`src/rtl/game_pkg.sv`:
```
// Shared game definitions: mode encodings, colour type, default palettes and
// the active display size used by both the mixer and the VGA controller.
package game_pkg;

  localparam int VGA_H_ACTIVE = 640;
  localparam int VGA_V_ACTIVE = 480;

  typedef enum logic [1:0] {
    MODE_PLAY = 2'd0,
    MODE_WIN  = 2'd1,
    MODE_LOSE = 2'd2
  } mode_e;

  // 1-bit-per-channel colour, {r, g, b}
  typedef logic [2:0] rgb3;

  localparam rgb3 PAL_LAYER_DEF   = 3'b110;
  localparam rgb3 PAL_BORDER0_DEF = 3'b111;
  localparam rgb3 PAL_BORDER1_DEF = 3'b011;

endpackage

```
`src/rtl/mixer_mode_ctrl.sv`:
```
// Frame-synchronous game mode, level latch and win/lose flash timer.
// Everything here only moves on frame_start, so a frame never tears.
module mixer_mode_ctrl
  import game_pkg::*;
#(
  parameter int FLASH_FRAMES = 30
) (
  input  logic  clk,
  input  logic  rst,
  input  logic  frame_start,
  input  logic  level_sel,
  input  logic  win,
  input  logic  game_over,
  output mode_e mode,
  output logic  level,
  output logic  flash_on
);

  localparam int CNT_W = (FLASH_FRAMES > 1) ? $clog2(FLASH_FRAMES) : 1;
  localparam logic [CNT_W-1:0] CNT_MAX = CNT_W'(FLASH_FRAMES - 1);

  mode_e            mode_q, mode_nxt;
  logic             level_q, level_nxt;
  logic             flash_q, flash_nxt;
  logic [CNT_W-1:0] cnt_q, cnt_nxt;

  // State register for mode, level, flash phase and frame counter
  always_ff @(posedge clk) begin
    if (rst) begin
      mode_q  <= MODE_PLAY;
      level_q <= 1'b0;
      flash_q <= 1'b1;
      cnt_q   <= '0;
    end else begin
      mode_q  <= mode_nxt;
      level_q <= level_nxt;
      flash_q <= flash_nxt;
      cnt_q   <= cnt_nxt;
    end
  end

  // Next state: transitions out of PLAY (loss wins ties), flash timing otherwise
  always_comb begin
    mode_nxt  = mode_q;
    level_nxt = level_q;
    flash_nxt = flash_q;
    cnt_nxt   = cnt_q;
    if (frame_start) begin
      case (mode_q)
        MODE_PLAY: begin
          level_nxt = level_sel;
          if (game_over) begin
            mode_nxt  = MODE_LOSE;
            cnt_nxt   = '0;
            flash_nxt = 1'b1;
          end else if (win) begin
            mode_nxt  = MODE_WIN;
            cnt_nxt   = '0;
            flash_nxt = 1'b1;
          end
        end
        default: begin
          if (cnt_q == CNT_MAX) begin
            cnt_nxt   = '0;
            flash_nxt = ~flash_q;
          end else begin
            cnt_nxt = cnt_q + 1'b1;
          end
        end
      endcase
    end
  end

  assign mode     = mode_q;
  assign level    = level_q;
  assign flash_on = flash_q;

endmodule

```
`src/rtl/pixel_mixer.sv`:
```
// Two-stage pixel compositor: stage 1 registers hits and the border flag,
// stage 2 resolves the colour for the current mode and drives the VGA pins.
module pixel_mixer
  import game_pkg::*;
#(
  parameter int                    N_LAYERS     = 8,
  parameter int                    COLOR_W      = 8,
  parameter int                    H_ACTIVE     = VGA_H_ACTIVE,
  parameter int                    V_ACTIVE     = VGA_V_ACTIVE,
  parameter int                    BORDER_W     = 15,
  parameter int                    FLASH_FRAMES = 30,
  parameter int                    BLEND        = 0,
  parameter logic [3*N_LAYERS-1:0] LAYER_PAL    = {N_LAYERS{PAL_LAYER_DEF}},
  parameter logic [N_LAYERS-1:0]   TEXT_MASK    = '0,
  parameter rgb3                   BORDER_PAL0  = PAL_BORDER0_DEF,
  parameter rgb3                   BORDER_PAL1  = PAL_BORDER1_DEF
) (
  input  logic                clk,
  input  logic                rst,
  input  logic [9:0]          x_pos,
  input  logic [9:0]          y_pos,
  input  logic                pix_valid,
  input  logic                frame_start,
  input  logic [N_LAYERS-1:0] layer_hit,
  input  logic                text_hit,
  input  logic                level_sel,
  input  logic                win,
  input  logic                game_over,
  output logic [COLOR_W-1:0]  VGA_R,
  output logic [COLOR_W-1:0]  VGA_G,
  output logic [COLOR_W-1:0]  VGA_B,
  output logic                pix_valid_out,
  output logic                border_hit,
  output logic [1:0]          mode
);

  localparam logic [9:0] B_LO  = 10'(BORDER_W);
  localparam logic [9:0] X_HI  = 10'(H_ACTIVE - BORDER_W);
  localparam logic [9:0] Y_HI  = 10'(V_ACTIVE - BORDER_W);
  localparam logic [9:0] X_END = 10'(H_ACTIVE);
  localparam logic [9:0] Y_END = 10'(V_ACTIVE);

  mode_e mode_st;
  logic  level, flash_on;

  mixer_mode_ctrl #(.FLASH_FRAMES(FLASH_FRAMES)) u_mode (
    .clk        (clk),
    .rst        (rst),
    .frame_start(frame_start),
    .level_sel  (level_sel),
    .win        (win),
    .game_over  (game_over),
    .mode       (mode_st),
    .level      (level),
    .flash_on   (flash_on)
  );

  assign mode = mode_st;

  // ---- stage 1 ----
  logic                border_d;
  logic [N_LAYERS-1:0] hit_q;
  logic                text_q, pv_q;

  assign border_d = (x_pos < X_END) && (y_pos < Y_END) &&
                    ((x_pos < B_LO) || (x_pos >= X_HI) ||
                     (y_pos < B_LO) || (y_pos >= Y_HI));

  // Register raw hits and the geometric border flag
  always_ff @(posedge clk) begin
    if (rst) begin
      hit_q      <= '0;
      text_q     <= 1'b0;
      pv_q       <= 1'b0;
      border_hit <= 1'b0;
    end else begin
      hit_q      <= layer_hit;
      text_q     <= text_hit;
      pv_q       <= pix_valid;
      border_hit <= border_d;
    end
  end

  // ---- stage 2: per-layer terms ----
  // seen[i] = some higher-priority layer already hit; pri_term is one-hot,
  // so OR-reducing it yields the winning layer's colour.
  logic [N_LAYERS-1:0]      eff;
  logic [N_LAYERS:0]        seen;
  logic [N_LAYERS-1:0][2:0] or_term, pri_term;

  assign seen[0] = 1'b0;

  for (genvar i = 0; i < N_LAYERS; i++) begin : g_layer
    assign eff[i]      = hit_q[i] & ~(TEXT_MASK[i] & text_q);
    assign seen[i+1]   = seen[i] | eff[i];
    assign or_term[i]  = eff[i] ? LAYER_PAL[3*i +: 3] : 3'b000;
    assign pri_term[i] = (eff[i] & ~seen[i]) ? LAYER_PAL[3*i +: 3] : 3'b000;
  end

  rgb3 layer_or, layer_pri, border_col, col;

  // Fold per-layer terms into blend and priority colours
  always_comb begin
    layer_or  = '0;
    layer_pri = '0;
    for (int i = 0; i < N_LAYERS; i++) begin
      layer_or  = layer_or | or_term[i];
      layer_pri = layer_pri | pri_term[i];
    end
  end

  // Pick the pixel colour for the current mode; text punches the border to black
  always_comb begin
    border_col = '0;
    if (border_hit && !text_q) border_col = level ? BORDER_PAL1 : BORDER_PAL0;
    col = '0;
    if (pv_q) begin
      case (mode_st)
        MODE_WIN:  col = {1'b0, text_q & flash_on, 1'b0};
        MODE_LOSE: col = {text_q & flash_on, 2'b00};
        default: begin
          if (BLEND != 0)      col = border_col | layer_or;
          else if (border_hit) col = border_col;
          else                 col = layer_pri;
        end
      endcase
    end
  end

  // Output register: expand 1-bit channels to full VGA width
  always_ff @(posedge clk) begin
    if (rst) begin
      VGA_R         <= '0;
      VGA_G         <= '0;
      VGA_B         <= '0;
      pix_valid_out <= 1'b0;
    end else begin
      VGA_R         <= {COLOR_W{col[2]}};
      VGA_G         <= {COLOR_W{col[1]}};
      VGA_B         <= {COLOR_W{col[0]}};
      pix_valid_out <= pv_q;
    end
  end

endmodule

```
`config.mk`:
```
export PLATFORM = sky130hd
export DESIGN_NAME = pixel_mixer
export DESIGN_NICKNAME = d
export VERILOG_FILES = /design/src/rtl/game_pkg.sv /design/src/rtl/mixer_mode_ctrl.sv /design/src/rtl/pixel_mixer.sv
export SDC_FILE = /design/constraint.sdc
export NUM_CORES = 1
export LEC_CHECK = 0
export CAP_MARGIN = 20
export CORE_MARGIN = 3
export CORE_UTILIZATION = 35
export CTS_BUF_LIST = sky130_fd_sc_hd__clkbuf_8 sky130_fd_sc_hd__clkbuf_16
export DETAILED_ROUTE_END_ITERATION = 12
export HOLD_SLACK_MARGIN = 0.02
export PLACE_DENSITY = 0.78
export SLEW_MARGIN = 20
export SYNTH_ARGS = -nofsm -noshare
export SYNTH_HDL_FRONTEND = slang
export SYNTH_SLANG_ARGS = --single-unit
```
`constraint.sdc`:
```
create_clock -name clk -period 1.65 [get_ports clk]
set_input_delay 0.2475 -clock clk [delete_from_list [all_inputs] [get_ports clk]]
set_output_delay 0.2475 -clock clk [all_outputs]
set_load 0.005 [all_outputs]
```
# Yosys cells after proc, flatten, opt, wreduce, memory -nomap -nowiden
# Index checks and enable logic that the tools add are counted.
# Widths: inputs -> output; s select.
word_totals:
  reg_bits: 24
  inputBits: 36
  wordCells: 89
op_classes:
  add_sub_neg: 1
  n_lt_le_gt_ge: 6
  n_eq_ne: 4
  muxes: 23
  n_bitwise: 29
  reduce_logical: 14
op_table:
  columns: ["cell", "n"]
  rows:
  - ["$mux 3", 12]
  - ["$or 3x3->3", 7]
  - ["$lt 10x4->1 const B", 2]
  - ["$mux 5", 4]
  - ["$ge 10x10->1 const B", 1]
  - ["$ge 10x9->1 const B", 1]
  - ["$lt 10x10->1 const B", 1]
  - ["$lt 10x9->1 const B", 1]
  - ["$and 1x1->1", 8]
  - ["$not 1->1", 8]
  - ["$or 1x1->1", 6]
  - ["$pmux 3 s2", 1]
  - ["$reduce_and 3->1", 2]
  - ["$add 5x1->5 const B", 1]
  - ["$eq 5x5->1 const B", 1]
  - ["$mux 1", 4]
  - ["$mux 2", 2]
  - ["$reduce_and 2->1", 2]
  - ["$reduce_bool 2->1", 2]
  - ["$logic_and 1x1->1", 3]
  - ["$logic_or 1x1->1", 3]
  - ["$ne 3x3->1 const B", 1]
  - ["$eq 2x1->1 const B", 1]
  - ["$eq 2x2->1 const B", 1]
  - ["2 further kinds", 2]

# Longest topological paths before layout
logic_depth:
  ltp_word: 13
  depth_mapped: 7

# Cells and area by module
# A second synthesis with hierarchy kept.
hier_totals:
  hier_cells: 135
  area_unflattened_um2: 1218.7
modules_own_cells:
  columns: ["mod", "instances", "cells_each", "area_per_inst_um2", "seq_area_each_um2"]
  rows:
  - ["pixel_mixer", 1, 82, 742.0, 300.3]
  - ["mixer_mode_ctrl", 1, 53, 476.7, 180.2]

# Least setup slack after synthesis
# No wires, ideal clock.
synth_timing:
  kind: "register to register"
  from: "register u_mode.mode_q[0], in the netlist u_mode.mode[0]"
  to: "register u_mode.cnt_q[1]"
  t_arrival_ns: 1.525
  path_slack_ns: 0.037
  path_stages_with_launch: 8
  n_path_buf: 1
  period_less_slack_ns: 1.613
  path_cell_list: "dfxtp_1 -> inv_1 -> ha_1 -> or3b_1 -> buf_6 -> nand2_8 -> o21bai_4 -> a311oi_2"
synth_via:
  elab_chain_cells: 3
  elab_cells_between_ends: 4
synth_rtl:
  columns: ["item", "line", "source"]
  rows:
  - ["start, declared", "mixer_mode_ctrl.sv:22", "mode_e mode_q, mode_nxt;"]
  - ["start signal, assigned", "mixer_mode_ctrl.sv:35", "mode_q <= mode_nxt;"]
  - ["$logic_not 2->1 *", "mixer_mode_ctrl.sv:49", "case (mode_q)"]
  - ["$ne 3x3->1 (no line)", null, null]
  - ["$reduce_and 2->1 (no line)", null, null]
  - ["end signal, assigned", "mixer_mode_ctrl.sv:38", "cnt_q <= cnt_nxt;"]
  - ["end, declared", "mixer_mode_ctrl.sv:25", "logic [CNT_W-1:0] cnt_q, cnt_nxt;"]
# Every way passes the cells marked *; elsewhere a longest branch is shown, timed or not.
# A chain may end at the register's enable or synchronous reset.

# Worst setup path in the final report
# Ends and elaborated chain as after synthesis.

==> impl_metrics.env <==
export IMPL_grt_pass1_wl_um=4690
export IMPL_vias=1107
export IMPL_hold_path_startpoint="u_mode.level$_SDFFE_PP0P_"
export IMPL_cts_tree="done"
export IMPL_antenna_found_initial=0
export IMPL_worstSetupPathType="reg -> reg"
export IMPL_p_int_uw=946
export IMPL_grt_max_degree=13
export IMPL_final_area_mm2=0.00184
export IMPL_drt_wl_total_um=2790
export IMPL_wl_per_cell_um=12.3
export IMPL_seq_area_frac_synth_pct=39.3
export IMPL_coreArea_mm2=0.00318
export IMPL_h_tree_depth=1
export IMPL_r2r_cells=6
export IMPL_power_density_mw_per_mm2=667
export IMPL_max_freq_mhz=641
export IMPL_die_w_um=65.1
export IMPL_whs_endpoint="u_mode.level$_SDFFE_PP0P_"
export IMPL_clk_latency_ps=260
export IMPL_rr_endpoint="u_mode.cnt_q[1]$_SDFFE_PP0P_"
export IMPL_cap_violations=0
export IMPL_dpl_hpwl_um=2390
export IMPL_min_period_over_period_pct=94.6
export IMPL_seq_power_share_pct=50.9
export IMPL_clock_sinks=24
export IMPL_grt_use_total_pct=14.1
export IMPL_n_fill_cell=272
export IMPL_hold_violations=0
export IMPL_finalSetupViolCount=0
export IMPL_synth_seq_cells=24
export IMPL_ys_warn_count=0
export IMPL_start_kind="flip-flop"
export IMPL_postCtsHoldBufs=0
export IMPL_power_clock_fraction_pct=26.5
export IMPL_async_flop_share_pct=0
export IMPL_syn_area_mm2=0.00122
export IMPL_yosysUniqueCellTypes=37
export IMPL_dr_pass1_iters=4
export IMPL_rows=20
export IMPL_netSwitchingPower_uw=280
export IMPL_syn_inst=132
export IMPL_n_antenna_cell=0
export IMPL_grt_pass1_vias=1147
export IMPL_rsz0062_at_grt="no"
export IMPL_io_pins=64
export IMPL_worst_pin_slew_ps=393
export IMPL_cp_required_ps=1790
export IMPL_postSynthAreaPerCell_um2=9.25
export IMPL_synth_ff_type="dfxtp_1"
export IMPL_multi_input_area_um2=547
export IMPL_clock_path_buffers=2
export IMPL_hold_depth=2
export IMPL_finalPower_uw=1230
export IMPL_die_h_um=65.1
export IMPL_reg2reg_slack_ps=90
export IMPL_path_max_fanout=5
export IMPL_min_path_type="reg -> reg"
export IMPL_skew_ps=3.36
export IMPL_viasPerCell=4.90
export IMPL_final_cell_mix="clkdlybuf4s50_1 (63), dfxtp_1 (24), nor2b_1 (11)"
export IMPL_vdd_drop_max_mv=0.318
export IMPL_design_die_area_mm2=0.00423
export IMPL_cts_made_buffers=3
export IMPL_reg2reg_from="u_mode.mode[0]$_SDFFE_PP0P_"
export IMPL_crit_arrival_ps=1700
export IMPL_syn_to_final_growth_pct=50.4
export IMPL_comb_power_share_pct=22.6
export IMPL_period_minus_slack_ps=1560
export IMPL_cts_root_buffer="clkbuf_8"
export IMPL_portBuffers=63
export IMPL_place_gp_congestion=0.828
export IMPL_relSlewSlack_pct=73.1
export IMPL_dpl_cell_area_mm2=0.00178
export IMPL_start_util_pct=38.4
export IMPL_synth_edff_count=0
export IMPL_nNetsFinal=225
export IMPL_drtIter0Drc=29
export IMPL_path_clk_slew_ps=70
export IMPL_syn_num_nets=173
export IMPL_slew_violations=0
export IMPL_swShare_pct=22.8
export IMPL_critPathCaptureType="flip-flop"
export IMPL_seq_area_um2=480
export IMPL_status="complete, no violations"
export IMPL_ant_nets=0
export IMPL_layout_commonest_cell="clkdlybuf4s50_1"
export IMPL_drc=0
export IMPL_drive_above_1_share_pct=9.89
export IMPL_overflow=0
export IMPL_p_leak_uw=0.000688
## flip-flops by register name, summed over array words and instances, names as in the netlist
| signal | cells |
|---|---|
| VGA_G | 1 |
| u_mode.cnt_q | 5 |
| pv_q | 1 |
| VGA_B | 1 |
| text_q | 1 |
| VGA_R | 1 |
| pix_valid_out | 1 |
| u_mode.level | 1 |
| u_mode.flash_on | 1 |
| u_mode.mode | 2 |
| eff | 8 |
| border_hit | 1 |
## worst max-delay path, cell delays in order (launching register included)
cell and delay (ps):
dfxtp_1 320, inv_2 80, ha_2 200, or3b_4 440, buf_4 170, a21oi_1 170
a311oi_2 50
## Yosys cell counts (all sizes together) (2+ instances only)
cell type / number / area (µm²)
o21bai: 2 / 26.3
and3: 2 / 12.5
ha: 5 / 62.6
clkbuf: 2 / 7.51
nand3: 7 / 35.0
dfxtp: 24 / 480
buf: 22 / 169
nand2: 4 / 31.3
inv: 5 / 18.8
a21oi: 4 / 20.0
nor2: 8 / 30.0
xor2: 4 / 35.0
o21ai: 4 / 20.0
nor2b: 11 / 68.8
nor4: 5 / 31.3
nand2b: 2 / 12.5
nand4: 5 / 31.3
## power by group through the flow
stage	Sequential, µW	Clock, µW	Combinational, µW
2_1_floorplan	634	0	119
3_3_place_gp	634	0	263
3_5_place_dp	637	0	273
4_1_cts	624	335	276
5_1_grt	627	357	302
6_report	624	325	278
## cell type report
cell class | instances | area share (%)
clock buffer | 3 | 2.25
inverter | 6 | 1.23
multi-input combinational | 78 | 29.8
sequential | 24 | 26.2
tap | 44 | 3.00
timing repair buffer | 71 | 37.6
## timing repair
item,in CTS,in global routing
gates resized for setup,1,2
buffers inserted,0,1
gates cloned,0,0
endpoints found under the setup margin,6,5
## worst max path at each step
stage	startpoint	to	cells past startpoint
floorplan	u_mode.mode[0]$_SDFFE_PP0P_	u_mode.cnt_q[1]$_SDFFE_PP0P_	7
global placement	game_over	u_mode.cnt_q[1]$_SDFFE_PP0P_	5
detailed placement	game_over	u_mode.cnt_q[1]$_SDFFE_PP0P_	5
CTS	u_mode.mode[0]$_SDFFE_PP0P_	u_mode.cnt_q[1]$_SDFFE_PP0P_	6
global route	u_mode.mode[1]$_SDFFE_PP0P_	u_mode.cnt_q[3]$_SDFFE_PP0P_	7
finish	u_mode.mode[0]$_SDFFE_PP0P_	u_mode.cnt_q[1]$_SDFFE_PP0P_	6
## through the flow
stage / instances / hold WS [ps] / setup TNS [ps] / util, % / setup WS, ps
after global routing: 226 / 496 / 0 / 57.8 / 12.2
after detailed placement: 222 / 465 / -481 / 56.1 / -102
after floorplan: 132 / 319 / 0 / - / 36.9
final: 226 / 475 / 0 / 57.8 / 89.4
after global placement: 222 / 450 / -248 / 56.1 / -57.0
after CTS: 225 / 475 / 0 / 57.5 / 34.0
## metal layers
layer	GRT usage [%]	wire length (µm)
met1	13.5	1060
met2	27.6	1410
met3	3.47	257
met4	6.99	61
met5	0	0
## cells by family (layout without fill, tap and decap cells)
kind of cell	after synthesis	after routing	synth area share [%]
and+or+nand+nor	51	51	24.9
buffers and inverters	30	80	16.3
DFF	24	24	39.3
AOI/OAI and AO/OA	18	18	11.5
adders and majority gates	5	5	5.12
xor gates and xnor gates	4	4	2.87
No activity file was read; power rests on OpenSTA's default activity.
